### config.mk
export PLATFORM = sky130hd
export DESIGN_NAME = encrypt_tx_buf_cntrl_flat
export DESIGN_NICKNAME = d
export VERILOG_FILES = /design/src/rtl/encrypt_tx_buf_cntrl_if.sv /design/src/rtl/encrypt_tx_buf_cntrl.sv /design/src/flat_wrapper.sv
export SDC_FILE = /design/constraint.sdc
export NUM_CORES = 1
export LEC_CHECK = 0
export ABC_CLOCK_PERIOD_IN_PS = 3900
export CORE_ASPECT_RATIO = 1.75
export CORE_MARGIN = 1.5
export CORE_UTILIZATION = 48
export CTS_CLUSTER_DIAMETER = 40
export DETAILED_ROUTE_END_ITERATION = 7
export HOLD_SLACK_MARGIN = 0.06
export PLACE_DENSITY = 0.78
export SYNTH_ARGS = -nofsm -noshare
export SYNTH_HDL_FRONTEND = slang
export SYNTH_SLANG_ARGS = --single-unit
### constraint.sdc
create_clock -name bbClk -period 3.9 [get_ports bbClk]
set_clock_uncertainty 0.05 [all_clocks]
set_input_delay 0.39 -clock bbClk [delete_from_list [all_inputs] [get_ports bbClk]]
set_output_delay 0.39 -clock bbClk [all_outputs]
set_load 0.005 [all_outputs]
### src/rtl/encrypt_tx_buf_cntrl_if.sv
// Byte-stream handshake between the TX DMA / encryption engine and the
// encryption TX buffer controller. The master side drives frame control,
// push and pop; the slave side (the controller) returns RAM addressing
// and buffer status.
interface encrypt_tx_buf_cntrl_if #(
    parameter int ADDR_WIDTH = 6
);
    logic                  txStart_p;
    logic [15:0]           txPayloadLen;
    logic                  txCCMP;
    logic                  pushDataInBuffer;
    logic                  popDataOutBuffer_p;
    logic                  encrTxBufFlush_p;

    logic                  writeEnEncrTxBuffer;
    logic [ADDR_WIDTH-1:0] writeAddrEncrTxBuffer;
    logic [ADDR_WIDTH-1:0] readAddrEncrTxBuffer;
    logic                  bufferFullFlag;
    logic                  bufferEmptyFlag;
    logic                  bufferAlmostEmptyFlag;
    logic                  micPhase;
    logic                  lastByteRead_p;
    logic                  txDone_p;
    logic                  overrunErr;

    modport master (
        output txStart_p, txPayloadLen, txCCMP, pushDataInBuffer,
               popDataOutBuffer_p, encrTxBufFlush_p,
        input  writeEnEncrTxBuffer, writeAddrEncrTxBuffer, readAddrEncrTxBuffer,
               bufferFullFlag, bufferEmptyFlag, bufferAlmostEmptyFlag,
               micPhase, lastByteRead_p, txDone_p, overrunErr
    );

    modport slave (
        input  txStart_p, txPayloadLen, txCCMP, pushDataInBuffer,
               popDataOutBuffer_p, encrTxBufFlush_p,
        output writeEnEncrTxBuffer, writeAddrEncrTxBuffer, readAddrEncrTxBuffer,
               bufferFullFlag, bufferEmptyFlag, bufferAlmostEmptyFlag,
               micPhase, lastByteRead_p, txDone_p, overrunErr
    );
endinterface

### src/rtl/encrypt_tx_buf_cntrl.sv
// Transmit-side circular plaintext buffer controller for the encryption path.
// DMA pushes payload bytes, the encryption engine pops them; each frame is
// bounded to the programmed payload length and CCMP frames are followed by
// an 8-pop MIC tail before txDone_p.
module encrypt_tx_buf_cntrl #(
    parameter int ADDR_WIDTH         = 6,
    parameter int BUF_SIZE           = 64,
    parameter int ALMOST_FULL_MARGIN = 4,
    parameter int ALMOST_EMPTY_LEVEL = 8
) (
    input  logic                   bbClk,
    input  logic                   hardRstBbClk_p,
    input  logic                   softRstBbClk_p,
    encrypt_tx_buf_cntrl_if.slave  bufIf
);

    typedef enum logic [1:0] {
        IDLE   = 2'd0,
        ACTIVE = 2'd1,
        TAIL   = 2'd2,
        DONE   = 2'd3
    } state_t;

    localparam logic [ADDR_WIDTH:0]   FULL_CNT  = (ADDR_WIDTH+1)'(BUF_SIZE);
    localparam logic [ADDR_WIDTH:0]   CNT_ONE   = (ADDR_WIDTH+1)'(1);
    localparam logic [ADDR_WIDTH-1:0] LAST_ADDR = ADDR_WIDTH'(BUF_SIZE - 1);
    localparam logic [ADDR_WIDTH-1:0] ADDR_ONE  = ADDR_WIDTH'(1);
    // Free space <= margin is equivalent to occupancy >= this threshold.
    localparam int                    FULL_THR  = BUF_SIZE - ALMOST_FULL_MARGIN;

    state_t                state;
    logic [15:0]           lenReg;
    logic                  ccmpReg;
    logic [15:0]           wrCnt;
    logic [15:0]           rdCnt;
    logic [2:0]            micCnt;
    logic [ADDR_WIDTH:0]   flagCnt;
    logic [ADDR_WIDTH-1:0] wrAddr;
    logic [ADDR_WIDTH-1:0] rdAddr;
    logic                  overrunReg;
    logic                  lastByteReg;

    logic                  wrEn;
    logic                  rdEn;
    logic                  finalRd;
    logic                  overrunPush;

    // Pointer advance with explicit wrap so non-power-of-2 depths work.
    function automatic logic [ADDR_WIDTH-1:0] nextAddr(input logic [ADDR_WIDTH-1:0] addr);
        return (addr == LAST_ADDR) ? '0 : addr + ADDR_ONE;
    endfunction

    assign wrEn        = bufIf.pushDataInBuffer & (state == ACTIVE) &
                         (flagCnt != FULL_CNT) & (wrCnt < lenReg);
    assign rdEn        = bufIf.popDataOutBuffer_p & (state == ACTIVE) & (flagCnt != '0);
    // len is non-zero whenever ACTIVE, so len-1 never underflows here.
    assign finalRd     = rdEn & (rdCnt == lenReg - 16'd1);
    assign overrunPush = bufIf.pushDataInBuffer & (state == ACTIVE) & (wrCnt >= lenReg);

    // Frame parameters are plain data, captured only when a frame is accepted.
    always_ff @(posedge bbClk) begin
        if ((state == IDLE) && bufIf.txStart_p) begin
            lenReg  <= bufIf.txPayloadLen;
            ccmpReg <= bufIf.txCCMP;
        end
    end

    // Frame FSM, pointers, occupancy and per-frame counters.
    always_ff @(posedge bbClk or posedge hardRstBbClk_p) begin
        if (hardRstBbClk_p) begin
            state       <= IDLE;
            wrCnt       <= '0;
            rdCnt       <= '0;
            micCnt      <= '0;
            flagCnt     <= '0;
            wrAddr      <= '0;
            rdAddr      <= '0;
            overrunReg  <= 1'b0;
            lastByteReg <= 1'b0;
        end else if (softRstBbClk_p || bufIf.encrTxBufFlush_p) begin
            // Abort without txDone_p; only a soft reset forgets the overrun.
            state       <= IDLE;
            wrCnt       <= '0;
            rdCnt       <= '0;
            micCnt      <= '0;
            flagCnt     <= '0;
            wrAddr      <= '0;
            rdAddr      <= '0;
            lastByteReg <= 1'b0;
            if (softRstBbClk_p) begin
                overrunReg <= 1'b0;
            end
        end else begin
            lastByteReg <= finalRd;
            if (overrunPush) begin
                overrunReg <= 1'b1;
            end

            case (state)
                IDLE: begin
                    if (bufIf.txStart_p) begin
                        wrCnt      <= '0;
                        rdCnt      <= '0;
                        micCnt     <= '0;
                        overrunReg <= 1'b0;
                        if (bufIf.txPayloadLen != 16'd0) begin
                            state <= ACTIVE;
                        end else if (bufIf.txCCMP) begin
                            state <= TAIL;
                        end else begin
                            state <= DONE;
                        end
                    end
                end
                ACTIVE: begin
                    if (finalRd) begin
                        state <= ccmpReg ? TAIL : DONE;
                    end
                end
                TAIL: begin
                    // MIC pops are counted only; the buffer is left untouched.
                    if (bufIf.popDataOutBuffer_p) begin
                        micCnt <= micCnt + 3'd1;
                        if (micCnt == 3'd7) begin
                            state <= DONE;
                        end
                    end
                end
                DONE: begin
                    state <= IDLE;
                end
                default: begin
                    state <= IDLE;
                end
            endcase

            if (wrEn) begin
                wrCnt  <= wrCnt + 16'd1;
                wrAddr <= nextAddr(wrAddr);
            end
            if (rdEn) begin
                rdCnt  <= rdCnt + 16'd1;
                rdAddr <= nextAddr(rdAddr);
            end

            case ({wrEn, rdEn})
                2'b10:   flagCnt <= flagCnt + CNT_ONE;
                2'b01:   flagCnt <= flagCnt - CNT_ONE;
                default: flagCnt <= flagCnt;
            endcase
        end
    end

    assign bufIf.writeEnEncrTxBuffer   = wrEn;
    assign bufIf.writeAddrEncrTxBuffer = wrAddr;
    assign bufIf.readAddrEncrTxBuffer  = rdAddr;
    assign bufIf.bufferEmptyFlag       = (flagCnt == '0);
    assign bufIf.bufferFullFlag        = (FULL_THR <= 0) || (int'(flagCnt) >= FULL_THR);
    // Low-level warning is meaningless once every payload byte has arrived.
    assign bufIf.bufferAlmostEmptyFlag = (int'(flagCnt) <= ALMOST_EMPTY_LEVEL) &&
                                         (wrCnt < lenReg) && (state == ACTIVE);
    assign bufIf.micPhase              = (state == TAIL);
    assign bufIf.txDone_p              = (state == DONE);
    assign bufIf.lastByteRead_p        = lastByteReg;
    assign bufIf.overrunErr            = overrunReg;

endmodule
### src/flat_wrapper.sv
// flat-port wrapper written by rule: the top's interface ports become plain ports
module encrypt_tx_buf_cntrl_flat 
#(
    parameter int ADDR_WIDTH         = 6,
    parameter int BUF_SIZE           = 64,
    parameter int ALMOST_FULL_MARGIN = 4,
    parameter int ALMOST_EMPTY_LEVEL = 8
)
  (bbClk, hardRstBbClk_p, softRstBbClk_p, bufIf_txStart_p, bufIf_txPayloadLen, bufIf_txCCMP, bufIf_pushDataInBuffer, bufIf_popDataOutBuffer_p, bufIf_encrTxBufFlush_p, bufIf_writeEnEncrTxBuffer, bufIf_writeAddrEncrTxBuffer, bufIf_readAddrEncrTxBuffer, bufIf_bufferFullFlag, bufIf_bufferEmptyFlag, bufIf_bufferAlmostEmptyFlag, bufIf_micPhase, bufIf_lastByteRead_p, bufIf_txDone_p, bufIf_overrunErr);
  encrypt_tx_buf_cntrl_if #(.ADDR_WIDTH(ADDR_WIDTH)) bufIf_i ();
  input  logic bbClk;
  input  logic hardRstBbClk_p;
  input  logic softRstBbClk_p;
  input wire logic [$bits(bufIf_i.txStart_p)-1:0] bufIf_txStart_p;
  input wire logic [$bits(bufIf_i.txPayloadLen)-1:0] bufIf_txPayloadLen;
  input wire logic [$bits(bufIf_i.txCCMP)-1:0] bufIf_txCCMP;
  input wire logic [$bits(bufIf_i.pushDataInBuffer)-1:0] bufIf_pushDataInBuffer;
  input wire logic [$bits(bufIf_i.popDataOutBuffer_p)-1:0] bufIf_popDataOutBuffer_p;
  input wire logic [$bits(bufIf_i.encrTxBufFlush_p)-1:0] bufIf_encrTxBufFlush_p;
  output wire logic [$bits(bufIf_i.writeEnEncrTxBuffer)-1:0] bufIf_writeEnEncrTxBuffer;
  output wire logic [$bits(bufIf_i.writeAddrEncrTxBuffer)-1:0] bufIf_writeAddrEncrTxBuffer;
  output wire logic [$bits(bufIf_i.readAddrEncrTxBuffer)-1:0] bufIf_readAddrEncrTxBuffer;
  output wire logic [$bits(bufIf_i.bufferFullFlag)-1:0] bufIf_bufferFullFlag;
  output wire logic [$bits(bufIf_i.bufferEmptyFlag)-1:0] bufIf_bufferEmptyFlag;
  output wire logic [$bits(bufIf_i.bufferAlmostEmptyFlag)-1:0] bufIf_bufferAlmostEmptyFlag;
  output wire logic [$bits(bufIf_i.micPhase)-1:0] bufIf_micPhase;
  output wire logic [$bits(bufIf_i.lastByteRead_p)-1:0] bufIf_lastByteRead_p;
  output wire logic [$bits(bufIf_i.txDone_p)-1:0] bufIf_txDone_p;
  output wire logic [$bits(bufIf_i.overrunErr)-1:0] bufIf_overrunErr;
  assign bufIf_i.txStart_p = bufIf_txStart_p;
  assign bufIf_i.txPayloadLen = bufIf_txPayloadLen;
  assign bufIf_i.txCCMP = bufIf_txCCMP;
  assign bufIf_i.pushDataInBuffer = bufIf_pushDataInBuffer;
  assign bufIf_i.popDataOutBuffer_p = bufIf_popDataOutBuffer_p;
  assign bufIf_i.encrTxBufFlush_p = bufIf_encrTxBufFlush_p;
  assign bufIf_writeEnEncrTxBuffer = bufIf_i.writeEnEncrTxBuffer;
  assign bufIf_writeAddrEncrTxBuffer = bufIf_i.writeAddrEncrTxBuffer;
  assign bufIf_readAddrEncrTxBuffer = bufIf_i.readAddrEncrTxBuffer;
  assign bufIf_bufferFullFlag = bufIf_i.bufferFullFlag;
  assign bufIf_bufferEmptyFlag = bufIf_i.bufferEmptyFlag;
  assign bufIf_bufferAlmostEmptyFlag = bufIf_i.bufferAlmostEmptyFlag;
  assign bufIf_micPhase = bufIf_i.micPhase;
  assign bufIf_lastByteRead_p = bufIf_i.lastByteRead_p;
  assign bufIf_txDone_p = bufIf_i.txDone_p;
  assign bufIf_overrunErr = bufIf_i.overrunErr;
  encrypt_tx_buf_cntrl #(.ADDR_WIDTH(ADDR_WIDTH), .BUF_SIZE(BUF_SIZE), .ALMOST_FULL_MARGIN(ALMOST_FULL_MARGIN), .ALMOST_EMPTY_LEVEL(ALMOST_EMPTY_LEVEL)) u_core (.bbClk(bbClk), .hardRstBbClk_p(hardRstBbClk_p), .softRstBbClk_p(softRstBbClk_p), .bufIf(bufIf_i));
endmodule
==> metrics.yaml, run 1 <==
ys_types: 58
end_kind: "register"
finalHoldWorstSlack_ns: 0.4699
synth-seq-cells: 75
fmax_ghz: 0.2691
synth.avg_cell_area_um2: 8.941
start_kind: "register"
grtUsageMet2_pct: 46.38
ios: 44
dp_hpwl_um: 9406
die-area_um2: 10600
ys_seq_area_share_pct: 41.01
grt.total_usage_pct: 24.84
grt_pass1_vias: 4488
cts_setup_buffers: 0
core_um2: 9789
slew_headroom_pct: 40.53
crit_start: "u_core.lenReg[1]"
routed-via-count: 4316
synth.net_count: 590
syn2layout_area_growth_pct: 20.90
crit_type: "reg2reg"
grt_pass1_wl_um: 20600
antenna_left: 0
syn_inst: 535
yosysWarnings: 0
fin_cells: 713
die_h_um: 135.1
drive_gt1_share_pct: 8.503
firstDrtPassIters: 5
synth_xor_area_share_pct: 6.775
synth-compound-area-share_pct: 17.08
min_period_over_period_pct: 95.28
cts-root-buf: "clkbuf_16"
h-tree-depth: 3
antennaDiodeCount: 0
synth_fa_ha_area_share_pct: 8.109
wl_per_cell_um: 17.70
muxShareOfSynthArea_pct: 1.622
place_inst: 697
start_util_pct: 48.86
synth-edff-count: 17
cts_buffer_depth: 2
use_met3_pct: 3.986
post-route-util_pct: 59.07
peakVddDrop_v: 0.0002196
clkTransAtPathRegs_ns: 0.06
die_w_um: 78.46
async_flop_share_pct: 77.33
cts_tree: "done"
arrival_ns: 3.87
ctsResizeCount: 0
fin_crit_ns: 3.716
grt_use_met1_pct: 25.14
setup_viol: 0
clk_latency_ns: 0.33
grt_max_degree: 36
holdBufCountCts: 0
numCtsBuffers: 9
maxCapViolations: 0
drtIter0Drc: 221
routed_wl_um: 12620
power_density_nw_per_um2: 349.0
layout.nets: 638
via_per_inst: 6.053
placed_cell_area_um2: 5409
cp.required_ns: 4.06
cp_max_fo: 5
synth_flop_cell: "dfrtp_1"
tightestPinTransition_ns: 0.8888
reg2reg_from: "u_core.lenReg[1]"
gp_congestion: 0.8576
grt-busiest-layer: "met2"
hold_viol: 0
core.rowCount: 48
hold_path.class: "in2async"
antenna_found_initial: 0
outcome: "finished clean"
drc_errors: 0
io_buffers: 43
yosys.area_share.simple_pct: 21.27
gr-total-overflow: 0
leakage_nw: 2.591
cts_sinks: 75
slew_violations: 0
finalInstanceArea_um2: 5783
syn_area_um2: 4783
synth_top_family_by_area: "simple AND/OR/NAND/NOR gates"
final timing paths:
kind / end / slack [ns] / depth (start not counted)
setup reg to reg: u_core.flagCnt[6] / 0.18 / 20
setup / recovery: u_core.flagCnt[6] / 0.18 / 20
hold / removal: u_core.wrCnt[0] / 0.47 / 2
hold reg to reg: u_core.bufIf.writeAddrEncrTxBuffer[3] / 0.49 / 1
min in group bbClk: u_core.bufIf.writeAddrEncrTxBuffer[3] / 0.49 / 1
max in group asynchronous: u_core.wrCnt[15] / 2.52 / 3
layout make-up:
type / count / area (um2)
Fill cell: 826 / 4006
Multi-Input combinational cell: 409 / 2654
Sequential cell: 75 / 1962
Timing Repair Buffer: 59 / 550.5
Clock buffer: 11 / 252.7
Tap cell: 125 / 156.4
Inverter: 29 / 108.9
Clock inverter: 5 / 98.84
synthesized netlist by cell type (all sizes together) (2+ instances only):
library cell	count	area [um2]
dfrtp	58	1451
o21ai	53	265.3
nand2	51	191.4
nor2	50	187.7
ha	31	387.9
inv	29	108.9
nand3	23	120.1
a21oi	21	105.1
and3	21	131.4
xor2	21	183.9
edfxtp	17	510.5
clkbuf	16	60.06
xnor2	16	140.1
nor3	15	75.07
nor4	11	83.83
nand4	10	62.56
a22o	9	78.83
a21o	7	52.55
buf	6	28.77
nor2b	6	37.54
or3	5	36.28
a31oi	4	25.02
mux2i	4	40.04
nand2b	4	25.02
o31ai	4	30.03
a211oi	3	22.52
a31o	3	26.28
mux2	3	37.53
o22ai	3	18.77
a2111oi	2	17.52
a22oi	2	15.01
a311oi	2	17.52
a32o	2	20.02
and2	2	12.51
nand3b	2	15.01
o211ai	2	15.01
o21a	2	15.01
o31a	2	17.52
cell usage in the layout (no fill, tap or decap), types with 17 or more instances in the layout:
cell,Yosys,routed
a21oi_1,21,20
and3_1,21,21
clkdlybuf4s50_1,0,43
dfrtp_1,58,58
edfxtp_1,17,17
ha_1,31,30
inv_1,28,27
nand2_1,51,51
nand3_1,22,22
nor2_1,50,50
o21ai_0,35,35
o21ai_1,18,18
xor2_1,21,21
registers in the layout, indices dropped and copies added (netlist names):
register                            count
u_core.flagCnt                          7
u_core.ccmpReg                          1
u_core.bufIf.readAddrEncrTxBuffer       6
u_core.wrCnt                           16
u_core.micCnt                           3
u_core.bufIf.writeAddrEncrTxBuffer      6
u_core.bufIf.lastByteRead_p             1
u_core.state                            2
u_core.bufIf.overrunErr                 1
u_core.rdCnt                           16
u_core.lenReg                          16
power by group:
part | internal (mW) | leakage [nW] | total, mW | switching, mW
combinational | 0.0826 | 1.44 | 0.197 | 0.114
clock | 0.656 | 0.173 | 0.972 | 0.316
sequential | 0.826 | 0.974 | 0.849 | 0.0228
total | 1.57 | 2.59 | 2.02 | 0.453
worst max-delay path: stages (launching register included):
cell	delay (ns)
edfxtp_1	0.39
inv_1	0.12
ha_1	0.25
nor2b_1	0.13
o21a_1	0.16
o21ai_1	0.12
a21oi_1	0.11
o31ai_2	0.26
and2_4	0.20
inv_2	0.05
ha_2	0.19
xor2_1	0.14
ha_1	0.22
or3_1	0.33
a21oi_2	0.17
nor3_2	0.08
nand2_1	0.08
mux2i_1	0.24
a211oi_2	0.10
xnor2_1	0.14
nor2_1	0.06
per-stage QoR:
| step | TNS (ns) | worst slack [ns] | total power [mW] |
|---|---|---|---|
| 4_1_cts | 0 | 0.04739 | 2.021 |
| 3_3_place_gp | 0 | 0.2837 | 1.051 |
| 5_1_grt | -0.06297 | -0.06297 | 2.073 |
| 3_5_place_dp | 0 | 0.1170 | 1.057 |
| 2_1_floorplan | 0 | 0.01472 | 0.9725 |
| 6_report | 0 | 0.1839 | 2.018 |
per-layer routing:
metal	up-vias	share of wire, %
li1	2027	-
met1	2095	36
met2	144	54
met3	50	4.3
met4	0	5.4
met5	-	0
cell families after synthesis:
family,Yosys count
xor gates and xnor gates,37
and+or+nand+nor,205
adders and majority gates,31
buffers and inverters,51
muxes,7
DFF,75
AOI/OAI and AO/OA,129
Note: power is estimated with default switching activity, not from simulation.
==> run 2: changes to the inputs <==
--- a/config.mk
+++ b/config.mk
@@ -11,7 +11,7 @@
 export CORE_UTILIZATION = 48
 export CTS_CLUSTER_DIAMETER = 40
 export DETAILED_ROUTE_END_ITERATION = 7
-export HOLD_SLACK_MARGIN = 0.06
+export HOLD_SLACK_MARGIN = 0.02
 export PLACE_DENSITY = 0.78
 export SYNTH_ARGS = -nofsm -noshare
 export SYNTH_HDL_FRONTEND = slang
==> results of run 2 <==
No change in the layout: final DEF, timing and power equal those of run 1.
==> run 3: changes to the inputs <==
--- a/config.mk
+++ b/config.mk
@@ -5,8 +5,7 @@
 export SDC_FILE = /design/constraint.sdc
 export NUM_CORES = 1
 export LEC_CHECK = 0
-export ABC_CLOCK_PERIOD_IN_PS = 3900
-export CORE_ASPECT_RATIO = 1.75
+export CORE_ASPECT_RATIO = 0.8
 export CORE_MARGIN = 1.5
 export CORE_UTILIZATION = 48
 export CTS_CLUSTER_DIAMETER = 40
==> run 3 against run 2 <==
Compared with the run above: clock power decreased by 15%; setup slack got worse by 0.013 ns; via count decreased by 3.6%; combinational power about the same; core utilization increased by 0.62 points; register-to-register slack barely moved; first-iteration DRC count is 77% higher; cell area shrank 0.39%; critical endpoint unchanged.
==> metrics.yaml, run 3 (synthesis results as in run 1) <==
wl_per_cell_um: 16.05  # was 17.70 um
place_inst: 707  # was 697
pre_cts_ws_ns: 0.05647  # was 0.1170 ns
setup_slack_ns: 0.1712  # was 0.1839 ns
drtIter0Drc: 391  # was 221
via_per_inst: 5.730  # was 6.053
core_um2: 9649  # was 9789 um2
ff2ff_setup_slack_ns: 0.17  # was 0.18 ns
syn2layout_area_growth_pct: 20.43  # was 20.90%
io_buffers: 43  # unchanged
power_density_nw_per_um2: 326.0  # was 349.0 nW/um2
outcome: "finished clean"  # unchanged
fmax_ghz: 0.2682  # was 0.2691 GHz
die_w_um: 114.6  # was 78.46 um
clk_latency_ns: 0.35  # was 0.33 ns
crit_type: "reg2reg"  # unchanged
drc_errors: 0  # unchanged
drive_gt1_share_pct: 9.322  # was 8.503%
hold_path.class: "in2async"  # unchanged
antenna_found_initial: 0  # unchanged
layout.nets: 640  # was 638
maxCapViolations: 0  # unchanged
core.rowCount: 32  # was 48
grt_max_degree: 35  # was 36
clkTransAtPathRegs_ns: 0.06  # about the same
leakage_nw: 2.561  # was 2.591 nW
start_util_pct: 49.57  # was 48.86%
slew_headroom_pct: 44.25  # was 40.53%
die-area_um2: 10580  # was 10600 um2
firstDrtPassIters: 5  # unchanged
mostFrequentLayoutCells: "dfrtp_1, nand2_1, nor2_1"  # unchanged
tightestPinTransition_ns: 0.8332  # was 0.8888 ns
slew_violations: 0  # unchanged
fin_cells: 726  # was 713
total_power_mw: 1.878  # was 2.018 mW
cp.required_ns: 4.07  # was 4.06 ns
grt_pass1_vias: 3858  # was 4488
start_kind: "register"  # unchanged
finalHoldWorstSlack_ns: 0.4462  # was 0.4699 ns
cts_sinks: 75  # unchanged
gr-total-overflow: 0  # unchanged
peakVddDrop_v: 0.0002384  # was 0.0002196 V
min_period_over_period_pct: 95.61  # was 95.28%
arrival_ns: 3.90  # was 3.87 ns
routed-via-count: 4160  # was 4316
hold_viol: 0  # unchanged
dp_hpwl_um: 8632  # was 9406 um
placed_cell_area_um2: 5415  # was 5409 um2
antenna_left: 0  # unchanged
end_kind: "register"  # unchanged
numCtsBuffers: 9  # unchanged
ios: 44  # unchanged
die_h_um: 92.29  # was 135.1 um
finalInstanceArea_um2: 5761  # was 5783 um2
cts_tree: "done"  # unchanged
cts-root-buf: "clkbuf_16"  # unchanged
setup_viol: 0  # unchanged
routed_wl_um: 11650  # was 12620 um
cts_buffer_depth: 2  # unchanged
mostFrequentLayoutCell: "dfrtp_1"  # unchanged
grt_pass1_wl_um: 19010  # was 20600 um
cp_max_fo: 5  # unchanged
h-tree-depth: 3  # unchanged
grt.total_usage_pct: 23.13  # was 24.84%
reg_top3: "u_core.lenReg (16), u_core.rdCnt (16), u_core.wrCnt (16)"  # unchanged
fin_crit_ns: 3.729  # was 3.716 ns
holdBufCountCts: 0  # unchanged
antennaDiodeCount: 0  # unchanged
gp_congestion: 0.9108  # was 0.8576
run 3: power breakdown:
part | switching, mW | internal, mW | leakage (nW)
Clock | 0.331 | 0.499 | 0.136
Sequential | 0.0232 | 0.826 | 0.974
Combinational | 0.114 | 0.0846 | 1.45
Total | 0.469 | 1.41 | 2.56
run 3: critical path, stage by stage, from the launching register on:
cell and delay [ns]:
dfrtp_1 0.42, ha_1 0.31, nor2b_1 0.13, o21a_1 0.16, o21ai_1 0.11, a21oi_1 0.11
o31ai_2 0.31, and2_4 0.21, inv_2 0.05, ha_2 0.19, xor2_1 0.14, ha_1 0.23
or3_1 0.33, a21oi_2 0.16, nor3_2 0.07, nand2_1 0.09, mux2i_1 0.09, a211oi_2 0.26
xnor2_1 0.14, nor2_1 0.05
run 3: repair_timing:
item,4_1_cts,5_1_grt
setup buffers,0,3
setup endpoints to repair,0,3
gates resized for setup,0,9
run 3: final timing paths:
kind | start | end | cells after the start
max | u_core.wrCnt[1] | u_core.flagCnt[6] | 19
min | hardRstBbClk_p | u_core.flagCnt[0] | 2
max reg2reg | u_core.wrCnt[1] | u_core.flagCnt[6] | 19
min reg2reg | u_core.wrCnt[12] | u_core.wrCnt[12] | 1
max in group asynchronous | hardRstBbClk_p | u_core.wrCnt[4] | 3
min in group bbClk | u_core.wrCnt[12] | u_core.wrCnt[12] | 1
run 3: metrics by stage:
stage	utilization [%]	setup TNS (ns)
2_1_floorplan	-	0
3_3_place_gp	56.12	0
3_5_place_dp	56.12	0
4_1_cts	59.18	0
5_1_grt	59.70	-0.04908
6_report	59.70	0
run 3: cell type report:
class | count | area [um2]
tap | 136 | 170.2
inverter | 29 | 108.9
clock buffer | 11 | 232.7
fill | 809 | 3889
multi-input combinational | 409 | 2659
sequential | 75 | 1962
timing repair buffer | 61 | 565.5
clock inverter | 5 | 62.56
run 3: per-layer routing:
layer | up-vias | global-route usage (%) | wire [um]
li1 | 2036 | - | -
met1 | 1968 | 33.69 | 5572
met2 | 149 | 34.58 | 5269
met3 | 7 | 5.023 | 699
met4 | 0 | 6.458 | 111
met5 | - | 0 | 0
